--- src/rtl/golay_dec_ctrl.sv ---
// Extended Golay (24,12) decode sequencer: syndrome, 26-candidate scan, correction.
// Optional error counters are enabled by defining GOLAY_ERR_CNT_EN.
module golay_dec_ctrl #(
  parameter int EARLY_EXIT = 1
) (
  input  logic        CLK,
  input  logic        RST,
  input  logic        START,
  input  logic [23:0] DIN,
  output logic        BUSY,
  output logic        DONE,
  output logic [11:0] DOUT,
  output logic [1:0]  NERR,
`ifdef GOLAY_ERR_CNT_EN
  input  logic        CNT_CLR,
  output logic [15:0] CORR_CNT,
  output logic [15:0] UNC_CNT,
`endif
  output logic        UNCORR
);

  typedef enum logic [2:0] {
    S_IDLE, S_SYN, S_CHK1, S_MULB, S_CHK2, S_FIN
  } state_t;

  localparam logic EE = (EARLY_EXIT != 0);

  function automatic logic [11:0] brow(input logic [3:0] i);
    logic [11:0] r;
    case (i)
      4'd0:    r = 12'hDC5;
      4'd1:    r = 12'hB8B;
      4'd2:    r = 12'h717;
      4'd3:    r = 12'hE2D;
      4'd4:    r = 12'hC5B;
      4'd5:    r = 12'h8B7;
      4'd6:    r = 12'h16F;
      4'd7:    r = 12'h2DD;
      4'd8:    r = 12'h5B9;
      4'd9:    r = 12'hB71;
      4'd10:   r = 12'h6E3;
      4'd11:   r = 12'hFFE;
      default: r = 12'h000;
    endcase
    return r;
  endfunction

  // Bit 11 is column 0, so v[11-k] selects row b_k.
  function automatic logic [11:0] mulb(input logic [11:0] v);
    logic [11:0] acc;
    acc = '0;
    for (int k = 0; k < 12; k++)
      if (v[11-k]) acc = acc ^ brow(4'(k));
    return acc;
  endfunction

  function automatic logic [3:0] popc(input logic [11:0] v);
    logic [3:0] n;
    n = '0;
    for (int i = 0; i < 12; i++)
      n = n + {3'b0, v[i]};
    return n;
  endfunction

  state_t      state_q;
  logic [11:0] r1_q, r2_q, s_q, t_q;
  logic [11:0] e1_q, det_cand_q, dout_q;
  logic [3:0]  j_q, det_j_q;
  logic        det_vld_q, det_hit_q, det_ph_q;
  logic        hit_q, busy_q, done_q, unc_q;
  logic [1:0]  wt_q, nerr_q;

  logic        issue_c, chk_c, stop_c, ok_c;
  logic [11:0] cand_c, e1_c;
  logic [3:0]  wsum_c;
  logic [1:0]  wt_c;

  // Unit offsets (j>0) already carry one error, so the candidate may hold two.
  always_comb begin
    issue_c = (state_q == S_CHK1) ||
              ((state_q == S_CHK2) && (j_q <= 4'd12));
    cand_c  = (state_q == S_CHK2) ? t_q : s_q;
    if (j_q != 4'd0) cand_c = cand_c ^ brow(j_q - 4'd1);
    ok_c    = (j_q == 4'd0) ? (popc(cand_c) <= 4'd3)
                            : (popc(cand_c) <= 4'd2);
    chk_c   = det_vld_q && det_hit_q && !hit_q;
    stop_c  = EE && chk_c;
    e1_c    = '0;
    if (det_ph_q) e1_c = det_cand_q;
    else if (det_j_q != 4'd0) e1_c = 12'h800 >> (det_j_q - 4'd1);
    wsum_c  = popc(det_cand_q) + {3'b0, det_j_q != 4'd0};
    wt_c    = (wsum_c > 4'd3) ? 2'd3 : wsum_c[1:0];
  end

  always_ff @(posedge CLK) begin
    if (RST) begin
      state_q    <= S_IDLE;
      r1_q       <= '0;
      r2_q       <= '0;
      s_q        <= '0;
      t_q        <= '0;
      e1_q       <= '0;
      det_cand_q <= '0;
      dout_q     <= '0;
      j_q        <= '0;
      det_j_q    <= '0;
      det_vld_q  <= 1'b0;
      det_hit_q  <= 1'b0;
      det_ph_q   <= 1'b0;
      hit_q      <= 1'b0;
      busy_q     <= 1'b0;
      done_q     <= 1'b0;
      unc_q      <= 1'b0;
      wt_q       <= '0;
      nerr_q     <= '0;
    end else begin
      done_q    <= 1'b0;
      det_vld_q <= 1'b0;
      if (issue_c) begin
        det_vld_q  <= 1'b1;
        det_hit_q  <= ok_c;
        det_cand_q <= cand_c;
        det_j_q    <= j_q;
        det_ph_q   <= (state_q == S_CHK2);
      end
      if (chk_c) begin
        hit_q <= 1'b1;
        e1_q  <= e1_c;
        wt_q  <= wt_c;
      end
      unique case (state_q)
        S_IDLE: begin
          if (START && !done_q) begin
            r1_q    <= DIN[23:12];
            r2_q    <= DIN[11:0];
            busy_q  <= 1'b1;
            hit_q   <= 1'b0;
            state_q <= S_SYN;
          end
        end
        S_SYN: begin
          s_q     <= mulb(r1_q) ^ r2_q;
          j_q     <= '0;
          state_q <= S_CHK1;
        end
        S_CHK1: begin
          j_q <= j_q + 4'd1;
          if (stop_c) state_q <= S_FIN;
          else if (j_q == 4'd12) state_q <= S_MULB;
        end
        S_MULB: begin
          t_q     <= mulb(s_q);
          j_q     <= '0;
          state_q <= stop_c ? S_FIN : S_CHK2;
        end
        S_CHK2: begin
          j_q <= j_q + 4'd1;
          if (stop_c || (j_q == 4'd14)) state_q <= S_FIN;
        end
        S_FIN: begin
          done_q  <= 1'b1;
          busy_q  <= 1'b0;
          dout_q  <= hit_q ? (r1_q ^ e1_q) : r1_q;
          nerr_q  <= hit_q ? wt_q : 2'd0;
          unc_q   <= !hit_q;
          state_q <= S_IDLE;
        end
        default: state_q <= S_IDLE;
      endcase
    end
  end

  assign BUSY   = busy_q;
  assign DONE   = done_q;
  assign DOUT   = dout_q;
  assign NERR   = nerr_q;
  assign UNCORR = unc_q;

`ifdef GOLAY_ERR_CNT_EN
  logic [15:0] corr_cnt_q, unc_cnt_q;

  always_ff @(posedge CLK) begin
    if (RST || CNT_CLR) begin
      corr_cnt_q <= '0;
      unc_cnt_q  <= '0;
    end else if (done_q) begin
      if ((nerr_q != 2'd0) && (corr_cnt_q != 16'hFFFF))
        corr_cnt_q <= corr_cnt_q + 16'd1;
      if (unc_q && (unc_cnt_q != 16'hFFFF))
        unc_cnt_q <= unc_cnt_q + 16'd1;
    end
  end

  assign CORR_CNT = corr_cnt_q;
  assign UNC_CNT  = unc_cnt_q;
`endif

endmodule

--- config.mk ---
export PLATFORM = sky130hd
export DESIGN_NAME = golay_dec_ctrl
export DESIGN_NICKNAME = d
export VERILOG_FILES = /design/src/rtl/golay_dec_ctrl.sv
export SDC_FILE = /design/constraint.sdc
export NUM_CORES = 1
export LEC_CHECK = 0
export ABC_AREA = 1
export CAP_MARGIN = 20
export CORE_MARGIN = 1.5
export CORE_UTILIZATION = 55
export CTS_CLUSTER_DIAMETER = 50
export CTS_CLUSTER_SIZE = 24
export DETAILED_ROUTE_END_ITERATION = 6
export PLACE_DENSITY = 0.76
export SYNTH_ARGS = -nofsm -noshare
export SYNTH_HDL_FRONTEND = slang
export SYNTH_SLANG_ARGS = --single-unit
--- constraint.sdc ---
create_clock -name CLK -period 6.5 [get_ports CLK]
set_input_delay 1.625 -clock CLK [delete_from_list [all_inputs] [get_ports CLK]]
set_output_delay 1.625 -clock CLK [all_outputs]
set_load 0.01 [all_outputs]
==> results summary <==
The buffer levels on the longest clock path is 2. The overall die area is 0.01330 mm^2. In this run, post-CTS hold repair placed 0 buffers. The worst setup path is captured at a flip-flop.

Counting flops and latches in the post-synthesis netlist gives 106. The number of remaining DRC errors came out at 0. The final critical path time including I/O delays and setup came out at 5.264 ns. The number of setup buffers added after CTS is 0. The number of detailed-routing iterations run before antenna repair came out at 5. The final sum of negative setup slack is 0 ns. The reported leakage power is 3.592 nW.

The clock input transition at the sequential cells of the worst setup and hold paths is 0.08 ns. The number of clock buffers inserted by TritonCTS is 9. The number of fill cells came out at 1,140. The TritonCTS sink count came out at 106.

The deepest level of the CTS H-tree is 3. The minimum hold slack is 0.4729 ns. The TritonCTS clock tree is done. The biggest area contributor in the post-synthesis netlist is dfxtp_1. The area of the mapped netlist is 0.006940 mm^2. The share of synthesized registers carrying an async set or reset came out at 0. Setup repair after global routing left no endpoint under its margin. The count of inserted antenna diode cells came out at 0.

The number of endpoints with negative hold slack in the final report is 0. The global routing usage on met1 is 0.3737. The yosys synthesis warning count is 0.

From left edge to right edge, the die measures 115.3 um. The global routing stage identified its most utilized layer as met2. For this run, the leading register cell type out of synthesis is dfxtp_1. The final number of setup-violating endpoints came out at 0. In this run, placement finished with an instance count of 1,233. Yosys attributes the largest share of cell area to dfxtp_1 (31%), nand2_1 (17%), a21oi_1 (7.4%).

The worst setup path is launched from a flip-flop. The count of nets left with antenna violations after detail routing is 0. The number of cells produced by synthesis is 1,064. The setup slack after placement came out at 1.294 ns.

The area of all sequential standard cells is 0.002122 mm^2. The placed wire-length estimate came out at 12,810 um. The ratio of cells with drive above 1 in the final layout came out at 0.03885.

Using the TritonRoute via totals, the vias-per-cell ratio works out to 5.230. The average routed wire per standard cell is 13.78 um. The DRC marker count from the first detailed-route iteration is 484. For this run, the top clock speed supported by timing is 190.0 MHz.

Global routing finished with a remaining overflow of 0. The number of non-filler instances in the completed layout came out at 1,249. The final layout net count came out at 1,132.

From synthesis to final layout, the design area changed by 11.11%. In this run the tightest slew margin relative to its limit is 0.4397. The met2 track utilization from global routing came out at 0.4343. The floorplan has 40 rows. The largest fanout on the critical path is 12. The portion of the post-synthesis area used by sequential elements is 0.3058. The number of enable flip-flop cells after synthesis is 0. The master cell of the clock root buffer is clkbuf_16. The critical path data arrival time came out at 5.49 ns.

The worst-case vdd ir drop came out at 0.0001957 V. At the end of routability-driven placement, the weighted congestion stood at 0.9609. The number of unique standard cell types used by synthesis came out at 38. At the worst endpoint, the required time is 6.72 ns. The clock network latency to the later pin of the worst-skew pair is 0.36 ns. In the layout the commonest cells are nand2_1 (308), inv_1 (126), dfxtp_1 (106), a21oi_1 (102), o21ai_0 (77). The area of the core is 0.01216 mm^2.

The number of antenna violations at the first check in global routing came out at 0. The final count of pins violating max slew is 0. Of the post-synthesis cell area, the dominant cell type holds 0.3058.

In the global route stage, overall resource usage came out at 0.2766. The overall power after layout is 2.969 mW. For the final database, setup skew stands at 0.01182 ns.

The pin count of the biggest net entering global routing came out at 73. Setup slack on the critical path of the routed design comes to 1.236 ns. Summing all multi-input logic gate instances after layout gives 0.004088 mm^2. The worst hold path belongs to the class flip-flop to flip-flop.

The critical path class is flip-flop to flip-flop. The die is 115.3 um tall. The first global-routing pass estimated 29,010 um of wire.

The detailed-route via count came out at 6,532. The run finished with clean final reports. The final clock period utilization by the worst path is 0.8098.

The power per unit of standard cell area is 385.0 mW/mm^2. The number of gates resized after cts is 0. The initial core utilization came out at 0.5707. The final layout contains routed wiring with a total length of 17,210 um. The number of ports placed on the die boundary is 44. The average cell area after synthesis is 6.523 um^2. The library cell used most frequently in the layout, excluding fill and tap cells, is nand2_1. When the netlist entered floorplanning its net count stood at 1,120. The setup slack of the worst register-to-register path is 1.24 ns. Max-cap violations in this run came to 0.

The via count of the first global-routing pass is 5,955. The met3 track demand over resource came out at 0.05904. The transition time at the pin with the least slew margin is 0.8382 ns.

The number of port buffers is 43.
## synth_stat cells (2+ instances only)
cell type    n
xor2_1      45
nand2_1    308
clkbuf_2     3
fa_1        15
ha_1        14
xnor2_2      2
xnor2_1     22
nand3b_1     3
o21ai_1     16
nand2_2      3
or2_2        3
nor2_1      64
o311ai_0     2
a211oi_1     2
or2_0        2
o211ai_1     2
buf_4        3
buf_2       20
inv_2       10
nor3_1       2
clkbuf_1    21
nand3_1     69
o21ai_0     77
inv_1      126
a21oi_1    102
nand4_1     11
dfxtp_1    106
## cell type report
class                   instances  area share
flip-flops and latches        106      0.2752
clock buffers                   9     0.02921
well taps                     168     0.02726
multi-input cells             774      0.5301
repair buffers                 48     0.06068
inverters                     137     0.06669
clock inverters                 7     0.01087
## metal layers
layer	part of all wire	up-vias
met2	0.44	192
met3	0.052	38
met4	0.029	0
met1	0.48	2906
li1	-	3396
met5	0	-
## power by group
group          internal, mW  switching, mW  leakage (nW)
combinational         0.589          0.937          2.59
sequential            0.746          0.145         0.865
clock                 0.273          0.279         0.142
total                  1.61           1.36          3.59
## worst paths after layout
path,start,end,depth (start not counted)
worst min-delay path,wt_q[1]$_SDFFE_PP0P_,NERR[1]$_SDFFE_PP0P_,2
worst min register to register,wt_q[1]$_SDFFE_PP0P_,NERR[1]$_SDFFE_PP0P_,2
worst max-delay path,j_q[0]$_SDFFE_PP0P_,det_hit_q$_SDFFE_PP0P_,22
worst max register to register,j_q[0]$_SDFFE_PP0P_,det_hit_q$_SDFFE_PP0P_,22
## metrics by stage
| stage | cell area, um^2 | util |
|---|---|---|
| 2_1_floorplan | 6940 | - |
| 3_3_place_gp | 7402 | 0.6086 |
| 3_5_place_dp | 7402 | 0.6086 |
| 4_1_cts | 7711 | 0.6341 |
| 5_1_grt | 7711 | 0.6341 |
| 6_report | 7711 | 0.6341 |
## critical path, stage by stage (launching register included)
cell       delay (ns)
dfxtp_1          0.56
inv_2            0.18
ha_1             0.28
inv_1            0.09
ha_1             0.33
inv_1            0.19
nor2_1           0.06
nor2_1           0.09
nand2_1          0.08
nand3_1          0.10
nand2_1          0.11
nand2_1          0.07
inv_1            0.06
fa_1             0.54
fa_1             0.44
fa_1             0.50
inv_1            0.05
fa_1             0.47
ha_1             0.16
inv_1            0.05
fa_1             0.43
o2111ai_1        0.20
a21oi_1          0.08
## flip-flops by register name, summed over array words and instances (netlist names)
register,count
DONE,1
det_hit_q,1
det_j_q,4
UNCORR,1
j_q,4
BUSY,1
t_q,12
state_q,3
e1_q,12
DOUT,12
NERR,2
r2_q,12
det_vld_q,1
wt_q,2
r1_q,12
det_ph_q,1
s_q,12
det_cand_q,12
hit_q,1
## cells by family (layout without fill, tap and decap cells)
family	count (synthesis)	in the layout	synth area share
xor+xnor	69	69	0.08924
buf+inv	184	201	0.1053
compound gates	205	205	0.1518
fa+ha+maj	29	29	0.06851
flops	106	106	0.3058
simple gates	471	471	0.2794
(Power assumes the default switching activity.)
==> RTL change, RTL diff (config.mk and constraints unchanged) <==
Register the output `NERR` once more; this adds one clock of latency there. The other outputs are not delayed to match.
--- a/src/rtl/golay_dec_ctrl.sv
+++ b/src/rtl/golay_dec_ctrl.sv
@@ -173,7 +173,9 @@
   assign BUSY   = busy_q;
   assign DONE   = done_q;
   assign DOUT   = dout_q;
-  assign NERR   = nerr_q;
+  always_ff @(posedge CLK) begin
+    NERR <= nerr_q;
+  end
   assign UNCORR = unc_q;
 
 `ifdef GOLAY_ERR_CNT_EN
Formal check against the unedited RTL: no difference found for any inputs over 4 cycles, from zero or initial values and one cycle with RST high; that may be too few to reach the edited logic, so the function may still have changed.
==> RTL change against the original RTL <==
Sequential cell count increased by 2; wire length decreased by 3.8%; worst setup slack improved by 0.16 ns; sequential share of layout area grew 0.74 points; combinational power decreased by 12%; power fell by 6.7%; count of clock-buffer cells in the layout did not move; design area shrank 0.78%; synthesized area down 0.38%; clock power grew 2%; final cell count is 3.4% lower; non-clock buffer count shrank 2; synthesized cell count down 3.7%; critical endpoint unchanged.
==> RTL change: results (changes against the original RTL) <==
[metrics] most area-consuming cells after synthesis: sky130_fd_sc_hd__dfxtp_1, sky130_fd_sc_hd__nand2_1, sky130_fd_sc_hd__inv_1, sky130_fd_sc_hd__xor2_1, sky130_fd_sc_hd__a21oi_1
[metrics] fraction of final layout cells with drive strength greater than 1: 4.53% (+0.64 points)
[metrics] wire length of the first global-routing pass: 28.1 mm (-3.2%)
[metrics] area share of xor/xnor cells in the synthesized design: 9.99% (+1.1 points)
[metrics] met2 routed wirelength: 7.13 mm (-6.5%)
[metrics] detailed-route wire length per cell: 13.7 um (-0.40%)
[metrics] leak pwr: 3.49 nW (-2.9%)
[metrics] post-synthesis cell count: 1025 (-3.7%)
[metrics] number of global-route vias before repair: 5826 (-2.2%)
[metrics] number of filler instances in the final layout: 1129 (-0.96%)
[metrics] metal3 WL: 1.10 mm (+23%)
[metrics] critical path arrival: 5.35 ns (-0.14 ns)
[metrics] GR met2 Demand/Resource: 42.3% (-1.2 points)
[metrics] run status: finished clean
[metrics] design internal power: 1.54 mW (-4.1%)
[metrics] 1st-iter DRT viols: 420 (-13%)
[metrics] number of unique standard cell types used by synthesis: 41 (+7.9%)
[metrics] placed instance count: 1190 (-3.5%)
[metrics] portion of the post-synthesis area used by sequential elements: 31.3% (+0.70 points)
[metrics] met1 wire length: 8.04 mm (-1.8%)
[metrics] routed wire length: 16.5 mm (-3.8%)
[metrics] post-detailed-placement half-perimeter wirelength: 12.5 mm (-2.6%)
[metrics] met1 track demand over resource in global routing: 37.5% (+0.13 points)
[metrics] most frequent cells after synthesis: sky130_fd_sc_hd__nand2_1, sky130_fd_sc_hd__inv_1, sky130_fd_sc_hd__dfxtp_1, sky130_fd_sc_hd__a21oi_1, sky130_fd_sc_hd__o21ai_0
[metrics] adder-cell share of the synthesized area: 6.88% (+0.026 points)
[metrics] worst vdd rail ir drop: 0.000186 V (-4.8%)
[metrics] Max-slew headroom: 42.4% (-1.6 points)
## RTL change: changes by cell type in the layout (fill, tap and decap cells not counted), sizes merged, moves of 6 or more
cell,unedited run,this run
a21oi,102,83
inv,137,129
nand2,311,269
nor2,66,73
o21ai,93,83
xnor2,24,30
## RTL change: final timing paths
| path | slack, ns | endpoint | start | depth (start not counted) |
|---|---|---|---|---|
| hold reg to reg | 0.36 | NERR[0] | nerr_q[0] | 0 |
| setup / recovery | 1.40 | det_hit_q | j_q[0] | 20 |
| setup reg to reg | 1.40 | det_hit_q | j_q[0] | 20 |
| hold / removal | 0.36 | NERR[0] | nerr_q[0] | 0 |
## RTL change: worst register-to-register path: stages (launching register included)
cell and delay, ns:
sky130_fd_sc_hd__dfxtp_1 0.56, sky130_fd_sc_hd__inv_2 0.16, sky130_fd_sc_hd__ha_1 0.29, sky130_fd_sc_hd__inv_1 0.10, sky130_fd_sc_hd__ha_1 0.34, sky130_fd_sc_hd__or2_2 0.33, sky130_fd_sc_hd__nand2_1 0.09, sky130_fd_sc_hd__nand3_1 0.08
sky130_fd_sc_hd__nand2_1 0.09, sky130_fd_sc_hd__nand2_1 0.07, sky130_fd_sc_hd__inv_1 0.07, sky130_fd_sc_hd__fa_1 0.43, sky130_fd_sc_hd__fa_1 0.48, sky130_fd_sc_hd__fa_1 0.49, sky130_fd_sc_hd__inv_1 0.05, sky130_fd_sc_hd__fa_1 0.47
sky130_fd_sc_hd__ha_1 0.15, sky130_fd_sc_hd__inv_1 0.05, sky130_fd_sc_hd__fa_1 0.43, sky130_fd_sc_hd__o2111ai_1 0.20, sky130_fd_sc_hd__o21ai_1 0.07
## RTL change: per-stage QoR
stage / hold WS, ns / total power, mW / area [sq um]
floorplan: 0.331 / 1.95 / 6910
CTS: 0.359 / 2.78 / 7650
global route: 0.361 / 3.04 / 7650
global placement: 0.343 / 2.17 / 7350
finish: 0.357 / 2.77 / 7650
detailed placement: 0.344 / 2.21 / 7350
## RTL change: area by class of cell
class / instances / area share (%)
clock buffer: 9 / 2.94
sequential: 108 / 28.3
timing repair buffer: 46 / 5.92
multi-input combinational: 741 / 52.9
clock inverter: 7 / 1.05
inverter: 127 / 6.23
tap: 168 / 2.75
## RTL change: power groups by stage
stage / registers, mW / clock network (mW) / logic [mW]
6_report: 0.870 / 0.563 / 1.34
5_1_grt: 0.883 / 0.596 / 1.56
4_1_cts: 0.869 / 0.574 / 1.33
3_5_place_dp: 0.884 / 0 / 1.33
3_3_place_gp: 0.883 / 0 / 1.29
2_1_floorplan: 0.801 / 0 / 1.14
## RTL change: logic make-up after synthesis
family                   Yosys count
buffers and inverters            176
flip-flops                       108
AO/OA/AOI/OAI                    188
AND/OR/NAND/NOR                  446
adder cells (fa/ha/maj)           29
XOR/XNOR                          78
